$ cat src/rtl/vote_filter.sv
// N-input majority/minority voter with a HOLD-cycle persistence filter on the
// registered result and a saturating count of enabled cycles with split inputs.
module vote_filter #(
  parameter int N    = 3,
  parameter int HOLD = 4,
  parameter int CW   = 8
) (
  input  logic          clk,
  input  logic          rst_n,
  input  logic          en,
  input  logic          mode,
  input  logic [N-1:0]  in,
  input  logic          clr,
  output logic          y,
  output logic          valid,
  output logic [CW-1:0] dis_cnt
);

  localparam int CNT_W  = (HOLD > 1) ? $clog2(HOLD) : 1;
  localparam int WARM_W = $clog2(HOLD + 1);
  localparam int POP_W  = $clog2(N + 1);

  localparam logic [POP_W-1:0]  HALF      = POP_W'(N / 2);
  localparam logic [CNT_W-1:0]  CNT_LAST  = CNT_W'(HOLD - 1);
  localparam logic [WARM_W-1:0] WARM_LAST = WARM_W'(HOLD - 1);
  localparam logic [CW-1:0]     DIS_MAX   = '1;

  logic [POP_W-1:0]  pop;
  logic              maj;
  logic              raw;
  logic              unanimous;
  logic [CNT_W-1:0]  cnt;
  logic [WARM_W-1:0] warm;

  always_comb begin
    pop = '0;
    for (int i = 0; i < N; i++) begin
      pop = pop + POP_W'(in[i]);
    end
  end

  // N is odd, so a strict "more than half" compare never ties.
  assign maj       = (pop > HALF);
  assign raw       = mode ? ~maj : maj;
  assign unanimous = (in == '0) || (in == '1);

  // Persistence filter: y follows raw only after HOLD consecutive enabled
  // disagreements; any enabled agreement discards the pending run.
  always_ff @(posedge clk or negedge rst_n) begin
    if (!rst_n) begin
      y     <= 1'b0;
      cnt   <= '0;
      warm  <= '0;
      valid <= 1'b0;
    end else if (en) begin
      if (raw == y) begin
        cnt <= '0;
      end else if (cnt == CNT_LAST) begin
        y   <= raw;
        cnt <= '0;
      end else begin
        cnt <= cnt + 1'b1;
      end
      if (!valid) begin
        warm <= warm + 1'b1;
        if (warm == WARM_LAST) begin
          valid <= 1'b1;
        end
      end
    end
  end

  // clr acts regardless of en and takes priority over a same-edge increment.
  always_ff @(posedge clk or negedge rst_n) begin
    if (!rst_n) begin
      dis_cnt <= '0;
    end else if (clr) begin
      dis_cnt <= '0;
    end else if (en && !unanimous && (dis_cnt != DIS_MAX)) begin
      dis_cnt <= dis_cnt + 1'b1;
    end
  end

endmodule

$ cat config.mk
export PLATFORM = sky130hd
export DESIGN_NAME = vote_filter
export DESIGN_NICKNAME = d
export VERILOG_FILES = /design/src/rtl/vote_filter.sv
export SDC_FILE = /design/constraint.sdc
export NUM_CORES = 1
export LEC_CHECK = 0
export BUFFER_PORTS_ARGS = -buffer_cell sky130_fd_sc_hd__buf_4
export CAP_MARGIN = 20
export CORE_MARGIN = 1
export CORE_UTILIZATION = 40
export DETAILED_ROUTE_END_ITERATION = 10
export PLACE_DENSITY = 0.65
export SLEW_MARGIN = 40
export SYNTH_ARGS = -nofsm -noshare
export SYNTH_HDL_FRONTEND = slang
export SYNTH_SLANG_ARGS = --single-unit
$ cat constraint.sdc
create_clock -name clk -period 3.3 [get_ports clk]
set_clock_uncertainty 0.2 [all_clocks]
set_input_delay 0.33 -clock clk [delete_from_list [all_inputs] [get_ports clk]]
set_output_delay 0.33 -clock clk [all_outputs]
set_load 0.05 [all_outputs]
==> summary by stage <==
Final layout
For this run, the share of the core covered by cells in the final layout is 52.1%. The filler cells instantiated in the layout total 176. The number of antenna cells inserted is 0. The post-route netlist has 30.3% of its cells at a drive strength greater than 1. For this run, the number of standard cells in the final layout without fillers is 126.

The register area is 375 sq um. The final net count is 113. The finished cells cover 1030 sq um. The signed area change from the synthesized netlist to the final layout is 22.4%. The footprint of the multi-input gates is 453 sq um.

Pwr
The power per unit of standard cell area is 502 nW/um^2. The leakage power is 0.461 nW. The completed layout was analyzed and its total power is 0.519 mW.

Sequential cells account for 47.9% of the total power. The part of the power in the clock network is 20.7%. The worst voltage drop across the vdd grid is 365 uV. The switching power as a share of total power is 33.4%.

The internal power of the cells is 0.346 mW. Combinational logic is responsible for 31.4% of the overall power. For this design the total switching power over the nets is 0.173 mW.

Logic synthesis
The number of nets handed over by synthesis was 92. In the post-synthesis netlist, the biggest area contributors are sky130_fd_sc_hd__dfrtp_1 (44%), sky130_fd_sc_hd__ha_1 (7.4%), sky130_fd_sc_hd__a21oi_1 (3.0%). The part of the Yosys area used for sequential elements is 44.4%.

The average cell area after synthesis is 10.7 sq um. The number of flops mapped to enable cells by yosys is 0. The cell type with the largest total area after synthesis is sky130_fd_sc_hd__dfrtp_1.

In this run the cell area of the synthesized design comes to 845 sq um. The fraction of synthesized cell area taken by the top area cell type is 44.4%. The number of distinct library cells after synthesis is 38. The most used flip-flop cell after synthesis is sky130_fd_sc_hd__dfrtp_1.

The number of standard cells after synthesis is 79. The number of storage elements in the synthesis netlist is 15. The proportion of register bits with asynchronous set or reset after synthesis is 100%.

The number of warnings printed during yosys synthesis is 0.

Timing
Setup repair after global routing left no endpoint under its margin. The worst pin sits at a relative slew slack of 82.2%. The total count of max-transition violations in the final report is 0. The final period utilization is 52.1%. The pin slew with the least headroom to its limit is 264 ps. The final count of negative-setup-slack endpoints is 0. The time the worst path needs with I/O delays and setup is 1720 ps. The tightest hold path in the finished design has a slack of 56.0 ps. The post-layout worst setup margin is 1580 ps. After routing, the total negative slack on setup checks comes to 0 ps.

The final number of hold-violating endpoints came to 0. The achievable frequency is 0.581 GHz.

Global route
The first global-routing pass estimated 2460 um of wire. Across every metal layer, demand over resource in global routing totals 16.0%. The via count of the first global-routing pass is 563. Entering global routing, the biggest net connects 16 pins. The total congestion overflow after global routing is 0. The initial antenna violation count is 0.

Place
The post-placement cell count is 121. The congestion estimate from routability-driven global placement came to 0.757. Timing analysis after detailed placement gives a worst setup slack of 1520 ps. The placed standard-cell area is 997 sq um. Detailed placement finished with a half-perimeter wire length of 1210 um.

During placement, the flow inserted port buffers numbering 17.

Critical path
The kind of capture point of the worst setup path is a register. The kind of critical path is register to register. The signal on the critical path passes through ha_1, nand2_1, nor3_4, or4_1, a21oi_1. The worst register-to-register path has a setup slack of 1580 ps. The number of cell instances on the worst register-to-register path is 5. The cell depth of the worst setup path is 5. The critical path startpoint category is a register. For this design, the slowest cell found on the critical path is sky130_fd_sc_hd__dfrtp_1.

The largest single stage delay on the critical path is 430 ps. Of all nets on the critical path, the largest fanout is 7. Counting both buffers and inverters, the worst setup path holds a total of 0. The dominant delay contributor by cell family on the critical path is simple AND/OR/NAND/NOR gates.

The required time of the critical path is 3320 ps. The startpoint of the lowest-slack register-to-register path is dis_cnt[0]. The end of the worst register-to-register path is dis_cnt[3].

The arrival time at the worst endpoint is 1740 ps.

Clock tree
The clock tree from TritonCTS is yes. The clock root buffer master is sky130_fd_sc_hd__clkbuf_4. Buffers inserted during clock tree synthesis total 3. The clock net in this run drives a total of 15 sinks. The maximum buffer depth of the clock tree is 2.

The clock transition at the registers of the reported paths is 90 ps. The number of hold buffers added after CTS was 1. CTS built an H-tree with a depth of 1. The clock latency at the later pin of the worst-skew pair is 290 ps.

The number of buffers added for setup after CTS is 0. The count of instances resized after the clock tree is built is 0.

Status
The run finished with clean final reports.

Worst hold path
The start point of the worst min-delay path is clr. The worst hold path passes through 2 cells. The worst min-delay path endpoint is dis_cnt[3]. The min-delay analysis places its worst path in the category input pin to register.

Floorplan
The initial standard-cell utilization of the core is 42.6%. The die width is 48.0 um. The floorplan step defined a core boundary enclosing 1980 sq um. The vertical die dimension is 48.0 um. The die covers 2300 sq um. After floorplanning, the core was divided into 16 placement rows.

For this design the top-level I/O count stands at 18.

Route
After detailed routing, the number of remaining DRC violations is 0. The number of search-and-repair iterations in the first detailed-routing pass is 4. In this run the remaining antenna-violating nets after routing total 0.

For this block, the routed nets add up to 1620 um of wire. The detailed router's first-iteration violation count is 13. Dividing the detail-routed wire length by the instance count gives 12.9 um. The total via count in the routed design is 672. The mean number of vias per cell is 5.33.

Flow run
Max-cap violations in this run came to 0.
-- synth_stat cells, types with 3 or more instances --
master	instances
sky130_fd_sc_hd__a21oi_1	5
sky130_fd_sc_hd__o21ai_0	4
sky130_fd_sc_hd__nor2_1	3
sky130_fd_sc_hd__ha_1	5
sky130_fd_sc_hd__dfrtp_1	15
sky130_fd_sc_hd__nor3_1	3
sky130_fd_sc_hd__nand2_1	5
-- power groups by stage --
stage | registers [mW] | logic, mW | clock network [mW]
6_report | 0.249 | 0.163 | 0.107
5_1_grt | 0.253 | 0.187 | 0.120
4_1_cts | 0.248 | 0.165 | 0.112
3_5_place_dp | 0.252 | 0.164 | 0
3_3_place_gp | 0.251 | 0.157 | 0
2_1_floorplan | 0.281 | 0.0880 | 0
-- how the worst max path moves through the flow --
stage          startpoint         end  slack (ps)
6_report       dis_cnt[0]  dis_cnt[3]        1580
5_1_grt        dis_cnt[0]  dis_cnt[5]        1470
4_1_cts        dis_cnt[0]  dis_cnt[3]        1580
3_5_place_dp        in[0]      cnt[1]        1520
3_3_place_gp        in[0]      cnt[1]        1550
2_1_floorplan  dis_cnt[0]  dis_cnt[3]        1410
-- cell usage in the layout (no fill, tap or decap), types with 2 or more instances in the layout --
cell and n:
sky130_fd_sc_hd__a21oi_1 5, sky130_fd_sc_hd__a31o_2 2, sky130_fd_sc_hd__mux2_2 2, sky130_fd_sc_hd__nand2_1 5, sky130_fd_sc_hd__ha_1 5, sky130_fd_sc_hd__clkbuf_4 3, sky130_fd_sc_hd__o21ai_0 4, sky130_fd_sc_hd__and3_1 2
sky130_fd_sc_hd__nor2_1 3, sky130_fd_sc_hd__nor3_1 3, sky130_fd_sc_hd__buf_4 17, sky130_fd_sc_hd__inv_1 2, sky130_fd_sc_hd__xnor2_1 2, sky130_fd_sc_hd__nor2b_1 2, sky130_fd_sc_hd__dfrtp_1 15, sky130_fd_sc_hd__nand3_1 2
sky130_fd_sc_hd__a211oi_1 2
-- worst reg2reg max path: stages (launching register included) --
cell and delay (ps):
sky130_fd_sc_hd__dfrtp_1 430, sky130_fd_sc_hd__ha_1 250, sky130_fd_sc_hd__nand2_1 160, sky130_fd_sc_hd__nor3_4 80, sky130_fd_sc_hd__or4_1 390, sky130_fd_sc_hd__a21oi_1 140
-- cell type report --
cell class                 instances  share of cell area (%)
clock buffer                       4                    2.54
inverter                           2                   0.726
multi-input combinational         60                    43.8
sequential                        15                    36.3
tap                               27                    3.27
timing repair buffer              18                    13.3
-- metal layers --
metal | share of wire, % | track usage (%) | vias to the layer above
met5 | 0 | 0 | -
met4 | 2.5 | 10.0 | 0
met3 | 2.8 | 3.40 | 5
met2 | 45 | 21.6 | 13
met1 | 50 | 22.8 | 315
li1 | - | - | 339
-- sequential cells by signal (all words and copies together), names as in the netlist --
signal	cells
y	1
valid	1
cnt	2
warm	3
dis_cnt	8
-- cell families (layout without fill, tap and decap cells) --
group                      Yosys count  in the layout  share of synthesized area (%)
adders and majority gates            5              5                           7.41
muxes                                3              3                           3.85
and+or+nand+nor                     31             31                           25.5
buffers and inverters                4             24                           1.93
DFF                                 15             15                           44.4
xor gates and xnor gates             3              3                           3.11
AOI/OAI and AO/OA                   18             18                           13.8
(Power assumes the default switching activity.)
